### src/rtl/ex_stage_pkg.sv
// Shared definitions for the execute stage: ALU op/result-select encodings,
// divider FSM state encodings, the decode-to-execute bundle and op helpers.
// No logic; imported by ex_stage and div_unit.
package ex_stage_pkg;

  localparam int DATA_W     = 32;
  localparam int REG_ADDR_W = 5;
  localparam int ALUOP_W    = 8;
  localparam int ALUSEL_W   = 3;

  // aluop encodings
  localparam logic [ALUOP_W-1:0] EXE_NOP_OP  = 8'b0000_0000;
  localparam logic [ALUOP_W-1:0] EXE_AND_OP  = 8'b0010_0100;
  localparam logic [ALUOP_W-1:0] EXE_OR_OP   = 8'b0010_0101;
  localparam logic [ALUOP_W-1:0] EXE_XOR_OP  = 8'b0010_0110;
  localparam logic [ALUOP_W-1:0] EXE_NOR_OP  = 8'b0010_0111;
  localparam logic [ALUOP_W-1:0] EXE_SLL_OP  = 8'b0111_1100;
  localparam logic [ALUOP_W-1:0] EXE_SRL_OP  = 8'b0000_0010;
  localparam logic [ALUOP_W-1:0] EXE_SRA_OP  = 8'b0000_0011;
  localparam logic [ALUOP_W-1:0] EXE_DIV_OP  = 8'b0001_1010;
  localparam logic [ALUOP_W-1:0] EXE_DIVU_OP = 8'b0001_1011;

  // alusel encodings (result class); divides write HI/LO only, so they use NOP
  localparam logic [ALUSEL_W-1:0] EXE_RES_NOP   = 3'b000;
  localparam logic [ALUSEL_W-1:0] EXE_RES_LOGIC = 3'b001;
  localparam logic [ALUSEL_W-1:0] EXE_RES_SHIFT = 3'b010;

  // Divider sequencing states
  typedef enum logic [1:0] {
    IDLE     = 2'b00,
    DIV_ON   = 2'b01,
    DIV_ZERO = 2'b10,
    DIV_END  = 2'b11
  } div_state_e;

  // Decode-stage outputs as captured by the execute input latch
  typedef struct packed {
    logic [ALUOP_W-1:0]    aluop;
    logic [ALUSEL_W-1:0]   alusel;
    logic [DATA_W-1:0]     reg1;
    logic [DATA_W-1:0]     reg2;
    logic [REG_ADDR_W-1:0] wd;
    logic                  wreg;
  } ex_in_t;

  localparam ex_in_t EX_IN_NOP = '0;

  function automatic logic is_div_op(input logic [ALUOP_W-1:0] op);
    return (op == EXE_DIV_OP) || (op == EXE_DIVU_OP);
  endfunction

endpackage

### src/rtl/ex_stage_div_unit.sv
// div_unit: 32/32 restoring divider, one quotient bit per cycle, signed or unsigned.
// Latency: start edge loads operands, then 32 iteration edges; ready is high in the
// cycle whose closing edge commits the last bit, so result is valid from the next cycle.
// Backpressure: none; once started it runs to completion unless rst is asserted.
// Ports: clk, rst (sync, active-high), start (load operands), signed_i (DIV vs DIVU),
//        opdata1 (dividend), opdata2 (divisor) -> result {remainder, quotient}, ready.
module div_unit
  import ex_stage_pkg::*;
(
  input  logic                clk,
  input  logic                rst,
  input  logic                start,
  input  logic                signed_i,
  input  logic [DATA_W-1:0]   opdata1,
  input  logic [DATA_W-1:0]   opdata2,
  output logic [2*DATA_W-1:0] result,
  output logic                ready
);

  logic              busy_q, busy_d;
  logic [4:0]        cnt_q, cnt_d;
  logic [DATA_W-1:0] rem_q, rem_d;
  logic [DATA_W-1:0] quo_q, quo_d;   // dividend shifts out the top, quotient in the bottom
  logic [DATA_W-1:0] dvs_q, dvs_d;
  logic              negq_q, negq_d;
  logic              negr_q, negr_d;

  logic [DATA_W-1:0] abs1;
  logic [DATA_W-1:0] abs2;
  logic [DATA_W:0]   partial;
  logic [DATA_W:0]   diff;
  logic              fits;

  always_comb begin
    abs1    = (signed_i && opdata1[DATA_W-1]) ? (~opdata1 + 32'd1) : opdata1;
    abs2    = (signed_i && opdata2[DATA_W-1]) ? (~opdata2 + 32'd1) : opdata2;
    partial = {rem_q, quo_q[DATA_W-1]};
    diff    = partial - {1'b0, dvs_q};
    // partial < 2*divisor always holds, so a clear borrow bit means it fits
    fits    = ~diff[DATA_W];

    busy_d = busy_q;
    cnt_d  = cnt_q;
    rem_d  = rem_q;
    quo_d  = quo_q;
    dvs_d  = dvs_q;
    negq_d = negq_q;
    negr_d = negr_q;

    if (start) begin
      cnt_d = '0;
      rem_d = '0;
      if (opdata2 == '0) begin
        // Divide by zero: load an all-zero result and never iterate
        busy_d = 1'b0;
        quo_d  = '0;
        dvs_d  = '0;
        negq_d = 1'b0;
        negr_d = 1'b0;
      end else begin
        busy_d = 1'b1;
        quo_d  = abs1;
        dvs_d  = abs2;
        negq_d = signed_i && (opdata1[DATA_W-1] ^ opdata2[DATA_W-1]);
        negr_d = signed_i && opdata1[DATA_W-1];
      end
    end else if (busy_q) begin
      rem_d = fits ? diff[DATA_W-1:0] : partial[DATA_W-1:0];
      quo_d = {quo_q[DATA_W-2:0], fits};
      cnt_d = cnt_q + 5'd1;
      if (cnt_q == 5'd31) begin
        busy_d = 1'b0;
      end
    end
  end

  always_ff @(posedge clk) begin
    if (rst) begin
      busy_q <= 1'b0;
      cnt_q  <= '0;
      rem_q  <= '0;
      quo_q  <= '0;
      dvs_q  <= '0;
      negq_q <= 1'b0;
      negr_q <= 1'b0;
    end else begin
      busy_q <= busy_d;
      cnt_q  <= cnt_d;
      rem_q  <= rem_d;
      quo_q  <= quo_d;
      dvs_q  <= dvs_d;
      negq_q <= negq_d;
      negr_q <= negr_d;
    end
  end

  assign ready  = busy_q && (cnt_q == 5'd31);
  // Remainder follows the dividend's sign; quotient negated when signs differ
  assign result = {(negr_q ? (~rem_q + 32'd1) : rem_q),
                   (negq_q ? (~quo_q + 32'd1) : quo_q)};

endmodule

### src/rtl/ex_stage.sv
// ex_stage: execute stage with logic/shift ALU and an iterative HI/LO divider.
// Latency: logic/shift results 1 cycle after capture; DIV/DIVU hold the stage for
// 33 cycles (2 for a zero divisor) then present HI/LO for one cycle.
// Backpressure: stall_i freezes the input latch (and DIV_END); stallreq_o asks the
// controller to freeze upstream while a divide is pending or running.
// Ports: clk, rst (sync, active-high); decode inputs aluop_i/alusel_i/reg1_i/reg2_i/
//        wd_i/wreg_i; stall_i; GPR write wd_o/wreg_o/wdata_o; HI/LO write hi_o/lo_o/
//        whilo_o; stallreq_o.
module ex_stage
  import ex_stage_pkg::*;
(
  input  logic                  clk,
  input  logic                  rst,
  input  logic [ALUOP_W-1:0]    aluop_i,
  input  logic [ALUSEL_W-1:0]   alusel_i,
  input  logic [DATA_W-1:0]     reg1_i,
  input  logic [DATA_W-1:0]     reg2_i,
  input  logic [REG_ADDR_W-1:0] wd_i,
  input  logic                  wreg_i,
  input  logic                  stall_i,
  output logic [REG_ADDR_W-1:0] wd_o,
  output logic                  wreg_o,
  output logic [DATA_W-1:0]     wdata_o,
  output logic [DATA_W-1:0]     hi_o,
  output logic [DATA_W-1:0]     lo_o,
  output logic                  whilo_o,
  output logic                  stallreq_o
);

  ex_in_t              in_q, in_d;
  div_state_e          state_q, state_d;

  logic                div_start;
  logic                div_ready;
  logic [2*DATA_W-1:0] div_result;
  logic                div_pending;

  logic [DATA_W-1:0]   logic_res;
  logic                logic_vld;
  logic [DATA_W-1:0]   shift_res;
  logic                shift_vld;
  logic [4:0]          shamt;

  // ---------------------------------------------------------------- input latch
  always_comb begin
    in_d = in_q;
    if (!stall_i && !stallreq_o) begin
      in_d.aluop  = aluop_i;
      in_d.alusel = alusel_i;
      in_d.reg1   = reg1_i;
      in_d.reg2   = reg2_i;
      in_d.wd     = wd_i;
      in_d.wreg   = wreg_i;
    end
  end

  always_ff @(posedge clk) begin
    if (rst) begin
      in_q <= EX_IN_NOP;
    end else begin
      in_q <= in_d;
    end
  end

  // ---------------------------------------------------------------- divider FSM
  assign div_pending = is_div_op(in_q.aluop);

  always_comb begin
    state_d    = state_q;
    div_start  = 1'b0;
    stallreq_o = 1'b0;
    case (state_q)
      IDLE: begin
        if (div_pending) begin
          // Operands are sampled into div_unit on the edge that leaves IDLE
          stallreq_o = 1'b1;
          div_start  = 1'b1;
          state_d    = (in_q.reg2 == '0) ? DIV_ZERO : DIV_ON;
        end
      end
      DIV_ON: begin
        stallreq_o = 1'b1;
        if (div_ready) begin
          state_d = DIV_END;
        end
      end
      DIV_ZERO: begin
        stallreq_o = 1'b1;
        state_d    = DIV_END;
      end
      DIV_END: begin
        // Leaving DIV_END coincides with the latch taking the next instruction
        if (!stall_i) begin
          state_d = IDLE;
        end
      end
      default: state_d = IDLE;
    endcase
  end

  always_ff @(posedge clk) begin
    if (rst) begin
      state_q <= IDLE;
    end else begin
      state_q <= state_d;
    end
  end

  div_unit u_div (
    .clk      (clk),
    .rst      (rst),
    .start    (div_start),
    .signed_i (in_q.aluop == EXE_DIV_OP),
    .opdata1  (in_q.reg1),
    .opdata2  (in_q.reg2),
    .result   (div_result),
    .ready    (div_ready)
  );

  // ---------------------------------------------------------------- logic / shift
  assign shamt = in_q.reg1[4:0];

  always_comb begin
    logic_res = '0;
    logic_vld = 1'b1;
    case (in_q.aluop)
      EXE_OR_OP:  logic_res = in_q.reg1 | in_q.reg2;
      EXE_AND_OP: logic_res = in_q.reg1 & in_q.reg2;
      EXE_XOR_OP: logic_res = in_q.reg1 ^ in_q.reg2;
      EXE_NOR_OP: logic_res = ~(in_q.reg1 | in_q.reg2);
      default:    logic_vld = 1'b0;
    endcase
  end

  always_comb begin
    shift_res = '0;
    shift_vld = 1'b1;
    case (in_q.aluop)
      EXE_SLL_OP: shift_res = in_q.reg2 << shamt;
      EXE_SRL_OP: shift_res = in_q.reg2 >> shamt;
      EXE_SRA_OP: shift_res = $unsigned($signed(in_q.reg2) >>> shamt);
      default:    shift_vld = 1'b0;
    endcase
  end

  // ---------------------------------------------------------------- outputs
  always_comb begin
    wd_o    = in_q.wd;
    wreg_o  = 1'b0;
    wdata_o = '0;
    hi_o    = '0;
    lo_o    = '0;
    whilo_o = 1'b0;

    // An op only writes the GPR when its aluop matches the result class selected;
    // NOP, divides and unknown encodings leave wreg_o low.
    case (in_q.alusel)
      EXE_RES_LOGIC: begin
        if (logic_vld) begin
          wdata_o = logic_res;
          wreg_o  = in_q.wreg;
        end
      end
      EXE_RES_SHIFT: begin
        if (shift_vld) begin
          wdata_o = shift_res;
          wreg_o  = in_q.wreg;
        end
      end
      default: ;
    endcase

    if (state_q == DIV_END) begin
      hi_o    = div_result[2*DATA_W-1:DATA_W];
      lo_o    = div_result[DATA_W-1:0];
      whilo_o = 1'b1;
    end
  end

endmodule

### config.mk
export PLATFORM = sky130hd
export DESIGN_NAME = ex_stage
export DESIGN_NICKNAME = d
export VERILOG_FILES = /design/src/rtl/ex_stage_pkg.sv /design/src/rtl/ex_stage_div_unit.sv /design/src/rtl/ex_stage.sv
export SDC_FILE = /design/constraint.sdc
export NUM_CORES = 1
export LEC_CHECK = 0
export BUFFER_PORTS_ARGS = -buffer_cell sky130_fd_sc_hd__buf_2
export CORE_ASPECT_RATIO = 0.6
export CORE_MARGIN = 2
export CORE_UTILIZATION = 40
export DETAILED_ROUTE_END_ITERATION = 10
export GPL_ROUTABILITY_DRIVEN = 0
export PLACE_DENSITY = 0.61
export SLEW_MARGIN = 20
export SYNTH_ARGS = -nofsm -noshare
export SYNTH_HDL_FRONTEND = slang
export SYNTH_SLANG_ARGS = --single-unit
### constraint.sdc
create_clock -name clk -period 3.84 [get_ports clk]
set_input_delay 0.384 -clock clk [delete_from_list [all_inputs] [get_ports clk]]
set_output_delay 0.384 -clock clk [all_outputs]
set_load 0.05 [all_outputs]
* Word level (Yosys, flattened, before mapping) *
Index checks and enable logic that the tools add are counted.
Widths: inputs -> output; s select.

storage, ports and cells
  register bits = 187
  word-level logic and storage cells = 103

operators by class
  add/sub/neg operators = 6
  eq/ne operators = 18
  shift operators = 3
  multiplexer cells = 36
  bitwise operators = 10
  reductions and logical operators = 16

operators with widths
  kind                   number
  $mux 32                13
  $not 32->32            5
  $add 32x1->32 const B  4
  $pmux 32 s4            1
  $pmux 32 s3            1
  $pmux 32 s2            1
  $sub 33x32->33         1
  $and 32x32->32         1
  $eq 8x6->1 const B     4
  $logic_not 32->1       1
  $or 32x32->32          1
  $shl 32x5->32          1
  $shr 32x5->32          1
  $sshr 32x5->32         1
  $xor 32x32->32         1
  $eq 8x2->1 const B     2
  $eq 8x5->1 const B     2
  $mux 1                 13
  $eq 8x7->1 const B     1
  $mux 2                 4
  $pmux 2 s4             1
  $ne 2x2->1 const B     3
  $add 5x1->5 const B    1
  $eq 5x5->1 const B     1
  other kinds (16)       24

* Depth between registers and ports, before layout *
  depth in word-level cells = 6
  mapped depth = 13

* Cells and area by module *
A second synthesis with hierarchy kept.

unflattened totals
  cells, all modules = 2604
  area, all modules = 19403.6 um^2

by module, submodules not included
  module    times used  cells an instance  area an instance (um^2)
  ex_stage  1           1431               10836.6
  div_unit  1           1173               8567.0

* Worst setup path after synthesis *
Ideal clock, no wire load.

  path type = register to output
  start point = register in_q[38] in the netlist's numbering
  end point = output port wdata_o[30]
  arrival = 3.478 ns
  required time = 3.456 ns
  setup slack = -0.022 ns
  stages on the path, launching flop included = 12
  path buffers = 3
  cells stage by stage = dfxtp_1 > buf_2 > inv_1 > buf_1 > buf_1 > ha_1 > mux2i_1 > nand2_1 > o21ai_0 > mux2i_1 > a21oi_1 > o32ai_1

between the ends
  longest elaborated chain between the ends = 4
  elaborated cells on any way between the ends = 6
  those cells by class = shift: 3; mux: 3

ends and longest elaborated chain
  item                                          line             source
  start: declaration                            ex_stage.sv:30   ex_in_t in_q, in_d;
  start signal: assignment                      ex_stage.sv:61   in_q <= in_d;
  $sshr 32x5->32, or another cell as far along  ex_stage.sv:141  EXE_SRA_OP: shift_res = $unsigned($signed(in_q.reg2) >>> shamt);
  $pmux 32 s3 *                                 ex_stage.sv:138  case (in_q.aluop)
  $mux 32 *                                     ex_stage.sv:165  if (shift_vld) begin
  $pmux 32 s2 *                                 ex_stage.sv:157  case (in_q.alusel)
  end: declaration                              ex_stage.sv:23   output logic [DATA_W-1:0] wdata_o,

Every way passes the cells marked *; elsewhere a longest branch is shown, timed or not.

* Worst setup path after layout *
  start point = register in_q[38] in the netlist's numbering
  end point = output port wdata_o[27]

Same word-level chain as after synthesis.

==> metrics <==
Synth Instances=2363; Max transition margin=0.2490; net switching power figure=3.666 mW; CTS tree=done; dominant cell by count in the synthesized netlist=nand2_1; Inst Count DP=3039; Clock Pin Slew Worst Setup and Hold Paths=0.09 ns; Hold/Removal Path Class=in -> reg; Fin Hold WS=0.1394 ns; number of I/O port buffers=187; largest net degree at the start of global routing=91; Clock Skew=0.02725 ns; Top FF cell, synth=dfxtp_1; Switching Fraction=0.4610; Core Area=43190 um2; critical setup path kind=reg -> out; Synth top area share=0.2143; crit path time final=3.832 ns; Syn Area/Cell=7.394 um2; clock sinks=187; H-tree lvl count=4; outcome=complete, no violations; critical-path cell list=clkinvlp_4, buf_4, buf_4, mux2i_1, mux2i_1, o22ai_1, a21oi_1, o32ai_1, buf_4, buf_12; row count=59; max cap viols=0; EDFF count, synth=0; Max Fclk=261.0 MHz; drt pass-1 iters=10; period utilization=0.9978; Initial DRC Count=2716; critical path's slowest cell=dfxtp_2; I/O pin count=188; Commonest cells post-synth=nand2_1 (266), a21oi_1 (243), nor2_1 (224); Syn Std Cell Area=17470 um2; sequential area share after synthesis=0.2143; CP arrival=3.45 ns; initial antenna violation count=1; Post-CTS Hold Buffers=0; RSZ-0062 raised after global routing=yes; ranking of synthesized cells by area=dfxtp_1 (21%), xnor2_1 (8.0%), ha_1 (7.7%), mux2i_1 (7.4%), a21oi_1 (7.0%); crit-path most repeated cell=buf_4; internal power=4.287 mW; TritonCTS buffer count=17; drt via density=6.084; crit path launch type=register; chip height=165.9 um; final hold violation count=0; Clock Power Share=0.233; logic gate share of total power=0.462; overall power=7.952 mW; Initial Utilization=0.4046; Peak VDD IR=0.3034 mV; Slew @ Worst Pin=1.124 ns; final setup fails=0; Synth Register Bits=187; final cell count without fillers=3086; Slew Viols, Final=0; part of the power in registers=0.304; Unique masters post-synth=77; first-pass GRT wire length=104.2 mm; layout cells sized above 1=0.1716; Critical Path Max Stage Delay=0.51 ns; Die X=273.8 um; post-synth top area cell=dfxtp_1; Layout Nets=2685; Syn Nets=2555; Setup crit end kind=primary output; Routed WL=69.26 mm; Ys Warns=0; die area=45420 um2; Final ANT Viol Nets=0; final global-route overflow total=0; DR WL/cell=22.44 um; clk root buf=clkbuf_16; Req. time, crit path=3.46 ns; crit-path max FO=12; Area growth syn-to-layout=16.71%; LEAKAGE=8.465 nW; Clock Latency Late Sink=0.47 ns; vias in the first global route=17270; PD cells=390.0 nW/um2; Post-synth ARST share=0; CTS max path bufs=2; Util after Layout=0.4722; DRC Markers=0; via count=18780; gr usage total=0.2960; post-DP HPWL=52.34 mm
[cell families after synthesis]
group | Yosys count | synth area share
xor gates and xnor gates | 175 | 0.08816
and+or+nand+nor | 745 | 0.1982
buffers and inverters | 304 | 0.06732
AOI/OAI and AO/OA | 677 | 0.2346
DFF | 187 | 0.2143
adders and majority gates | 108 | 0.07777
muxes | 167 | 0.1197
[metrics by stage]
stage / instance area, um2 / setup slack, ns / TNS (ns)
floorplan: 17490 / 0.003258 / 0
detailed placement: 19470 / 0.2982 / 0
finish: 20390 / 0.008427 / 0
global route: 20390 / -0.05101 / -0.1485
CTS: 20130 / 0.007485 / 0
global placement: 19470 / 0.3476 / 0
[final cells by class]
cell class | instances | area [um2]
Timing Repair Buffer | 300 | 2158
Fill cell | 4283 | 22790
Clock inverter | 14 | 165.2
Clock buffer | 18 | 429.2
Antenna cell | 1 | 2.502
Inverter | 115 | 435.4
Sequential cell | 187 | 3770
Multi-Input combinational cell | 1872 | 12710
Tap cell | 579 | 724.4
[worst paths after layout]
check / from / depth (start not counted) / to / slack, ns
setup / recovery: in_q[38] / 10 / wdata_o[27] / 0.008
hold / removal: wd_i[2] / 3 / wd_o[2] / 0.14
hold reg to reg: wd_o[0] / 2 / wd_o[0] / 0.45
setup reg to reg: u_div.rem_q[0] / 13 / u_div.rem_q[1] / 0.36
[critical path, delay by kind of cell, from the launching register on]
| family | cells | cell delay, ns |
|---|---|---|
| AO/OA/AOI/OAI | 3 | 0.84 |
| buffers and inverters | 5 | 0.95 |
| flip-flops | 1 | 0.51 |
| multiplexers | 2 | 0.68 |
[power by group through the flow]
stage	logic [mW]	clock network (mW)	registers, mW
after global placement	3.37	0	2.43
final	3.68	1.85	2.42
after detailed placement	3.43	0	2.44
after floorplan	2.42	0	2.24
after CTS	3.45	1.88	2.39
after global routing	3.91	1.95	2.43
[cells in the final DEF, fill, tap and decap left out, types with 6 or more instances in the layout]
master,instances
nand2_1,266
a21oi_1,240
nor2_1,223
dfxtp_1,174
buf_2,162
o21ai_0,160
xnor2_1,160
mux2i_1,127
inv_1,111
buf_4,108
ha_1,104
and2_1,60
o22ai_1,52
mux4_2,33
nor3_1,33
a211oi_1,33
o31ai_1,28
nand2b_1,25
a31oi_1,24
or3_1,19
a211o_1,19
clkbuf_16,19
buf_12,19
nand3_1,18
and3_1,16
xor2_1,14
a21o_1,14
or4_1,13
nand4_1,13
o21a_1,12
nor2b_1,11
a41oi_1,11
nor4_1,9
or4_4,9
o41ai_1,9
dfxtp_2,9
o211ai_1,8
o32ai_1,7
or2_2,6
[what timing repair did]
action / 4_1_cts / 5_1_grt
setup buffers: 1 / 11
pin swaps: 2 / 11
setup endpoints to repair: 18 / 31
cloned: 0 / 2
resized for setup: 16 / 36
[flip-flops by register name, indices dropped and copies added, names as in the netlist]
name / count
in_q: 76
u_div.dvs_q: 32
u_div.quo_q: 32
u_div.rem_q: 32
u_div.cnt_q: 5
wd_o: 5
state_q: 2
u_div.busy_q: 1
u_div.negq_q: 1
u_div.negr_q: 1
[routing by layer]
metal	part of all wire	vias to the layer above	GRT usage	routed length, um
met1	0.46	8848	0.4361	31540
met3	0.13	166	0.1028	9071
met2	0.38	1138	0.3993	26550
met5	0	-	0	0
met4	0.030	0	0.08482	2097
li1	-	8624	-	-
(Power assumes the default switching activity.)
